### src/rtl/reg_file_wb_if.sv
// Register-file / writeback bus: read ports, writeback sources and retire count.
// Latency: n/a (signal bundle only).
// Backpressure: none; every signal is sampled or driven every cycle.
interface reg_file_wb_if #(
  parameter int XLEN = 32
);
  logic [4:0]      rs1_addr;
  logic [4:0]      rs2_addr;
  logic [XLEN-1:0] rv1;
  logic [XLEN-1:0] rv2;
  logic            wb_en;
  logic [1:0]      wb_sel;
  logic [XLEN-1:0] regdata_R;
  logic [XLEN-1:0] regdata_I;
  logic [XLEN-1:0] ldata;
  logic [XLEN-1:0] pc_plus4;
  logic [4:0]      rd_addr;
  logic            retire;
  logic [XLEN-1:0] wb_data;
  logic [63:0]     instret;

  // Pipeline side: drives addresses, sources and control; observes read data.
  modport master (
    output rs1_addr, rs2_addr, wb_en, wb_sel, regdata_R, regdata_I,
           ldata, pc_plus4, rd_addr, retire,
    input  rv1, rv2, wb_data, instret
  );

  // Register file side.
  modport slave (
    input  rs1_addr, rs2_addr, wb_en, wb_sel, regdata_R, regdata_I,
           ldata, pc_plus4, rd_addr, retire,
    output rv1, rv2, wb_data, instret
  );
endinterface

### src/rtl/reg_file_wb.sv
// Two-read/one-write integer register file with writeback mux and instret counter.
// Latency: reads and wb_data are combinational; writes land on the next rising edge.
// Backpressure: none; a write or retire presented in a cycle is always accepted.
module reg_file_wb #(
  parameter int XLEN  = 32,
  parameter int NREGS = 32
) (
  input  logic          clk,
  input  logic          rst_n,
  reg_file_wb_if.slave  bus
);

  logic [XLEN-1:0] regs [NREGS];
  logic [63:0]     instret_cnt;
  logic [XLEN-1:0] wb_mux;

  // Index 0 is hardwired zero; indices past the implemented range alias x0.
  function automatic logic idx_live(input logic [4:0] a);
    return (a != 5'd0) && (int'(a) < NREGS);
  endfunction

  // Writeback source select; purely combinational so trace sees it immediately.
  always_comb begin
    wb_mux = bus.regdata_R;
    case (bus.wb_sel)
      2'd0: wb_mux = bus.regdata_R;
      2'd1: wb_mux = bus.regdata_I;
      2'd2: wb_mux = bus.ldata;
      2'd3: wb_mux = bus.pc_plus4;
      default: wb_mux = bus.regdata_R;
    endcase
  end

  assign bus.wb_data = wb_mux;

  // No bypass from the write port: a same-cycle read sees the old value,
  // which keeps rv -> ALU -> regdata_R from forming a combinational loop.
  assign bus.rv1 = (rst_n && idx_live(bus.rs1_addr)) ? regs[bus.rs1_addr] : '0;
  assign bus.rv2 = (rst_n && idx_live(bus.rs2_addr)) ? regs[bus.rs2_addr] : '0;

  // Register array: async clear, single write port gated by x0/range guard.
  always_ff @(posedge clk or negedge rst_n) begin
    if (!rst_n) begin
      for (int i = 0; i < NREGS; i++) begin
        regs[i] <= '0;
      end
    end else if (bus.wb_en && idx_live(bus.rd_addr)) begin
      regs[bus.rd_addr] <= wb_mux;
    end
  end

  // Retired-instruction counter; free-running wrap at 2^64, independent of wb_en.
  always_ff @(posedge clk or negedge rst_n) begin
    if (!rst_n) begin
      instret_cnt <= '0;
    end else if (bus.retire) begin
      instret_cnt <= instret_cnt + 64'd1;
    end
  end

  assign bus.instret = instret_cnt;

endmodule

### src/flat_wrapper.sv
// flat-port wrapper written by rule: the top's interface ports become plain ports
module reg_file_wb_flat 
#(
  parameter int XLEN  = 32,
  parameter int NREGS = 32
)
  (clk, rst_n, bus_rs1_addr, bus_rs2_addr, bus_wb_en, bus_wb_sel, bus_regdata_R, bus_regdata_I, bus_ldata, bus_pc_plus4, bus_rd_addr, bus_retire, bus_rv1, bus_rv2, bus_wb_data, bus_instret);
  reg_file_wb_if #(.XLEN(XLEN)) bus_i ();
  input  logic clk;
  input  logic rst_n;
  input wire logic [$bits(bus_i.rs1_addr)-1:0] bus_rs1_addr;
  input wire logic [$bits(bus_i.rs2_addr)-1:0] bus_rs2_addr;
  input wire logic [$bits(bus_i.wb_en)-1:0] bus_wb_en;
  input wire logic [$bits(bus_i.wb_sel)-1:0] bus_wb_sel;
  input wire logic [$bits(bus_i.regdata_R)-1:0] bus_regdata_R;
  input wire logic [$bits(bus_i.regdata_I)-1:0] bus_regdata_I;
  input wire logic [$bits(bus_i.ldata)-1:0] bus_ldata;
  input wire logic [$bits(bus_i.pc_plus4)-1:0] bus_pc_plus4;
  input wire logic [$bits(bus_i.rd_addr)-1:0] bus_rd_addr;
  input wire logic [$bits(bus_i.retire)-1:0] bus_retire;
  output wire logic [$bits(bus_i.rv1)-1:0] bus_rv1;
  output wire logic [$bits(bus_i.rv2)-1:0] bus_rv2;
  output wire logic [$bits(bus_i.wb_data)-1:0] bus_wb_data;
  output wire logic [$bits(bus_i.instret)-1:0] bus_instret;
  assign bus_i.rs1_addr = bus_rs1_addr;
  assign bus_i.rs2_addr = bus_rs2_addr;
  assign bus_i.wb_en = bus_wb_en;
  assign bus_i.wb_sel = bus_wb_sel;
  assign bus_i.regdata_R = bus_regdata_R;
  assign bus_i.regdata_I = bus_regdata_I;
  assign bus_i.ldata = bus_ldata;
  assign bus_i.pc_plus4 = bus_pc_plus4;
  assign bus_i.rd_addr = bus_rd_addr;
  assign bus_i.retire = bus_retire;
  assign bus_rv1 = bus_i.rv1;
  assign bus_rv2 = bus_i.rv2;
  assign bus_wb_data = bus_i.wb_data;
  assign bus_instret = bus_i.instret;
  reg_file_wb #(.XLEN(XLEN), .NREGS(NREGS)) u_core (.clk(clk), .rst_n(rst_n), .bus(bus_i));
endmodule
### config.mk
export PLATFORM = sky130hd
export DESIGN_NAME = reg_file_wb_flat
export DESIGN_NICKNAME = d
export VERILOG_FILES = /design/src/rtl/reg_file_wb_if.sv /design/src/rtl/reg_file_wb.sv /design/src/flat_wrapper.sv
export SDC_FILE = /design/constraint.sdc
export NUM_CORES = 2
export LEC_CHECK = 0
export ABC_CLOCK_PERIOD_IN_PS = 1750
export BUFFER_PORTS_ARGS = -buffer_cell sky130_fd_sc_hd__buf_2
export CAP_MARGIN = 15
export CORE_MARGIN = 2
export CORE_UTILIZATION = 52
export CTS_CLUSTER_SIZE = 30
export DETAILED_ROUTE_END_ITERATION = 7
export PLACE_DENSITY = 0.74
export SETUP_SLACK_MARGIN = 0.4
export SYNTH_ARGS = -nofsm -noshare
export SYNTH_HDL_FRONTEND = slang
export SYNTH_SLANG_ARGS = --single-unit
export TNS_END_PERCENT = 5
### constraint.sdc
create_clock -name clk -period 1.75 [get_ports clk]
set_input_delay 0.0875 -clock clk [delete_from_list [all_inputs] [get_ports clk]]
set_output_delay 0.0875 -clock clk [all_outputs]
set_load 0.005 [all_outputs]
# Word-level counts from Yosys, hierarchy flattened
# Cells that the tools add are included.
[classes]
reduce_logical = 8
add_sub_neg = 1
n_eq_ne = 3
muxes = 12
bitwise_logic = 3
n_lt_le_gt_ge = 4
[ops]
columns = ["op", "count"]
rows = [
  ["bitwise mux 1024 bit", 1],
  ["binary-select mux 32 bit (select 5 bit)", 2],
  ["two-way mux 32 bit", 7],
  ["demux 32 bit (select 5 bit)", 1],
  ["case mux 32 bit (4 select lines)", 1],
  ["adder 64 x 1 -> 64 bit (second input constant)", 1],
  ["greater-or-equal comparator 6 bit (second input constant)", 3],
  ["inverter 5 -> 6 bit", 3],
  ["nonzero test 5 bit", 3],
  ["< comparator 6 x 1 -> 1 bit (second input constant)", 1],
  ["== test 2 bit (second input constant)", 2],
  ["logical AND 1 bit", 4],
  ["== test 2 x 1 -> 1 bit (second input constant)", 1],
  ["logical NOT 2 bit", 1],
]
[totals]
input_bits = 149
reg_bits = 1088
word_cells = 64

# Depth between registers and ports, before layout
[depth]
ltp_word = 6
ltp_mapped = 9

# Worst setup path before layout
# Ideal clock, no wire load.
[synth_path]
path_kind = "register to register"
startpoint = "register u_core.instret_cnt[17], in the netlist u_core.bus.instret[17]"
endpoint = "register u_core.instret_cnt[45], in the netlist u_core.bus.instret[45]"
period_less_slack_ps = 1738
arrival_time_ps = 1658
path_slack_ps = 12
t_required_ps = 1671
setup_time_ps = 79
stages_incl_launch_ff = 7
cell_sequence = "dfrtp_1 > nand3_1 > nor4_2 > nand3_1 > buf_2 > nor3_1 > xor2_1"
[synth_between]
elab_chain_len = 1
[synth_lines]
columns = ["element", "line", "rtl"]
rows = [
  ["start: declaration", "reg_file_wb.sv:14", "logic [63:0] instret_cnt;"],
  ["start signal: assignment", "reg_file_wb.sv:57", "instret_cnt <= instret_cnt + 64'd1;"],
  ["adder 64 x 1 -> 64 bit", "reg_file_wb.sv:57", ""],
]
# No other way between the ends.
# A chain may end at the register's enable or synchronous reset.

# Worst setup path after layout
[layout_path]
startpoint = "register u_core.regs[564] (netlist name)"
endpoint = "output port bus_rv1[20]"
[layout_between]
elab_chain_len = 4
[layout_lines]
columns = ["element", "line", "rtl"]
rows = [
  ["start: declaration", "reg_file_wb.sv:13", "logic [XLEN-1:0] regs [NREGS];"],
  ["start signal: indexed assignment", "reg_file_wb.sv:48", "regs[bus.rd_addr] <= wb_mux;"],
  ["binary-select mux 32 bit (select 5 bit)", "reg_file_wb.sv:38", "assign bus.rv1 = (rst_n && idx_live(bus.rs1_addr)) ? regs[bus.rs1_addr] : '0;"],
  ["two-way mux 32 bit (implied by the code) (2 in a row)", "reg_file_wb.sv:38", ""],
  ["two-way mux 32 bit", "reg_file_wb.sv:38", ""],
  ["end: declaration", "flat_wrapper.sv:21", "output wire logic [$bits(bus_i.rv1)-1:0] bus_rv1;"],
]
# No other way between the ends. The select of a mux whose other input is x is not followed.

==> impl_metrics.toml <==
[floorplanning]
die-area_um2 = 110300
fp.coreArea_um2 = 106900
die_h_um = 332.1
initial_utilization_pct = 52.38
die_w_um = 332.1
rows = 120
ios = 309

[pwr]
leakagePower_nw = 31.97
comb_power_share_pct = 24.3
vdd_drop_max_uv = 1053
power.density_nw_per_um2 = 1108
seq_power_share_pct = 43.7
power.switching_w = 0.02327
internal_power_w = 0.05498
p_clk_share_pct = 32.0
netSwitchingFraction_pct = 29.74

[clocking]
path_clk_slew_ns = 0.07
cts_made_buffers = 113
cts.sinks = 1088
clock_latency_ns = 0.72
cts_root_buf = "clkbuf_16"
h-tree-depth = 3
cts_max_path_buffers = 3
cts_tree = "yes"

[worst_setup_path]
worst-r2r-cell-count = 5
crit_cells = 6
critical_path_buf_inv_count = 2
critPathArrivalTime_ns = 2.48
startpoint_type = "flip-flop"
path_cells = "mux4_2 -> mux2_4 -> a211oi_4 -> a211oi_2 -> buf_4 -> buf_6"
cp_max_fo = 2
cp_top_family = "multiplexers"
required_ns = 1.66
cpPeakStageDelay_ns = 0.48
cp-end-kind = "output port"
crit_type = "flip-flop to output port"
critPathSlowestCell = "mux4_2"

[routing]
wl_met3_mm = 21.70
wirelength_mm = 190.4
ant_nets = 0
via_per_inst = 6.545
route.detailed.drc = 0
drtPass1Iterations = 6
wl_met2_mm = 89.96
top_layer_used = "met4"
drt-initial-drc-count = 5567
dr_total_vias = 46400
wl_per_cell_um = 26.86
met1_length_mm = 67.47

[run_status]
violations = "negative hold slack, negative setup slack"
status = "complete, but fails checks"

[place]
place_ws_ns = -0.6020
dp.cells = 6838
io_buffers = 308
dpl.hpwl_mm = 116.9
gp_congestion = 0.8929

[synthesis]
yosysTopAreaCell = "dfrtp_1"
postSynthAreaPerCell_um2 = 11.19
synth_area_leaders = "dfrtp_1 (49%), mux4_2 (19%), o21ai_0 (9.2%)"
synth_top_area_share_pct = 48.63
syn_inst = 5003
ys_ff_latch = 1088
async_reset_ff_share_pct = 100.0
syn-cell-area_um2 = 55990
syn_nets = 5153
synth_edf_count = 0
synth_warnings = 0
synth_top_flop_cell = "dfrtp_1"
seq_area_frac_synth_pct = 48.63
synth.distinct_cells = 46

[sta]
clock_skew_ns = 0.008852
timing.final.ws_setup_ns = -0.8151
tns_ns = -45.71
slew_headroom_pct = 34.49
rsz0062_at_grt = "yes"
setup_viol = 87
hold_viol_final = 1
max_freq_mhz = 389.8
whs_ns = -0.001496
finalCritPeriodShare_pct = 146.6
tightest_slew_ns = 0.9826
min_period_ns = 2.565
maxSlewViolCount = 0

[global_route]
grt_first_pass_wirelength_mm = 289.8
gr-usage-all-layers_pct = 34.56
grt_pass1_vias = 47590
grt_max_degree = 172
gr-total-overflow = 0
grt_antenna_before_repair = 0

[flow_run]
max_cap_violations = 0

[finish]
drive_gt1_share_pct = 34.46
fin_nets = 5745
syn2layout_area_growth_pct = 26.10
instances_no_fill = 7089

[min_path]
hold_depth = 5
min_path_type = "input port to flip-flop"
area by class of cell:
type                    instances  area (um^2)
clock buffers                 162         3324
diodes                          1        2.502
inverters                      42        266.5
multi-input cells            3351        28050
well taps                    1403         1755
fillers                      7570        36300
clock inverters                43        516.7
repair buffers                999         9460
flip-flops and latches       1088        27230
Yosys cell counts (2+ instances only):
cell type / instances
a211oi_1: 70
a21oi_1: 14
a221o_1: 4
a22o_1: 14
a22oi_1: 28
and2_1: 3
and3_1: 8
and3b_1: 2
and4_1: 6
buf_1: 16
buf_2: 104
buf_4: 27
buf_6: 8
clkbuf_1: 365
clkbuf_4: 2
dfrtp_1: 1088
inv_1: 42
mux2_1: 3
mux2_2: 52
mux2i_1: 266
mux4_2: 470
nand2_1: 1090
nand3_1: 18
nand3b_1: 4
nand4_1: 16
nor2_1: 33
nor2b_1: 2
nor3_1: 22
nor3b_1: 4
nor4_1: 6
nor4_2: 4
o21ai_0: 1027
o221ai_1: 57
o22a_1: 32
o22ai_1: 21
or3_1: 4
xnor2_1: 29
xor2_1: 34
power by group through the flow:
stage,clock [W],sequential [W],combinational [W]
finish,0.0250,0.0342,0.0191
global route,0.0262,0.0346,0.0207
CTS,0.0251,0.0339,0.0186
detailed placement,0,0.0342,0.0176
global placement,0,0.0338,0.0169
floorplan,0,0.0331,0.0110
what timing repair did:
item / CTS / global route
setup buffers: 3 / 13
pin swaps: 113 / 61
resized for setup: 300 / 96
endpoints found under the hold margin: 724 / 242
gates cloned: 0 / 0
setup endpoints to repair: 214 / 1090
hold buffers: 28 / 1
layout by cell type, fill, tap and decap left out, types with 10 or more instances in the layout:
master | synthesis | layout
a211oi_1 | 70 | 10
a211oi_2 | 0 | 48
a211oi_4 | 0 | 12
a21oi_1 | 14 | 11
a22o_1 | 14 | 14
a22oi_1 | 28 | 22
buf_12 | 0 | 152
buf_2 | 104 | 238
buf_4 | 27 | 456
buf_6 | 8 | 113
clkbuf_1 | 365 | 20
clkbuf_16 | 0 | 115
clkbuf_8 | 0 | 27
clkinv_2 | 0 | 18
clkinvlp_4 | 0 | 19
dfrtp_1 | 1088 | 1088
dlygate4sd3_1 | 0 | 21
inv_1 | 42 | 11
inv_2 | 0 | 10
mux2_2 | 52 | 12
mux2_4 | 0 | 43
mux2i_1 | 266 | 251
mux2i_2 | 0 | 13
mux4_2 | 470 | 470
nand2_1 | 1090 | 1053
nand2_2 | 1 | 38
nand3_1 | 18 | 13
nand4_1 | 16 | 16
nor2_1 | 33 | 27
nor3_2 | 1 | 18
o21ai_0 | 1027 | 994
o21ai_4 | 0 | 29
o221ai_1 | 57 | 25
o221ai_2 | 0 | 23
o22a_1 | 32 | 29
o22ai_1 | 21 | 19
xnor2_1 | 29 | 28
xor2_1 | 34 | 34
worst min-delay path, cell delays in order:
cell and delay (ns):
buf_2 0.08, mux2_4 0.15, o21ai_4 0.06, buf_12 0.14, o21ai_0 0.17
metal layers:
metal | global-route usage (%) | vias up
met5 | 0 | -
met1 | 44.10 | 23380
met2 | 54.53 | 3035
met4 | 18.92 | 0
li1 | - | 19310
met3 | 8.664 | 671
worst paths after layout:
| kind | end | slack [ns] | startpoint |
|---|---|---|---|
| max in group asynchronous | u_core.regs[63] | 0.05 | rst_n |
| worst min register to register | u_core.regs[1003] | 0.40 | u_core.regs[1003] |
| worst max register to register | u_core.bus.instret[48] | -0.15 | u_core.bus.instret[26] |
| worst max-delay path | bus_rv1[20] | -0.82 | u_core.regs[564] |
| worst min-delay path | u_core.regs[616] | -0.001 | bus_ldata[8] |
| min in group asynchronous | u_core.regs[246] | 0.19 | rst_n |
sequential cells by signal, summed over array words and instances (netlist names):
register            count
u_core.bus.instret     64
u_core.regs          1024
stage by stage:
step | cell area, um^2 | util [%] | power (W)
4_1_cts | 70060 | 65.53 | 0.07762
6_report | 70610 | 66.05 | 0.07825
2_1_floorplan | 56980 | - | 0.04413
3_3_place_gp | 64490 | 60.33 | 0.05075
5_1_grt | 70600 | 66.05 | 0.08148
3_5_place_dp | 64490 | 60.33 | 0.05187
cells by family (layout without fill, tap and decap cells):
family / count (synthesis) / count (layout) / share of synthesized area, %
other cells: 0 / 1 / 0
xor+xnor: 63 / 63 / 0.9855
compound gates: 1268 / 1268 / 12.55
simple gates: 1228 / 1228 / 8.735
flops: 1088 / 1088 / 48.63
buf+inv: 564 / 1246 / 4.315
fa+ha+maj: 1 / 1 / 0.02234
mux: 791 / 791 / 24.77
No activity file was read; power rests on OpenSTA's default activity.
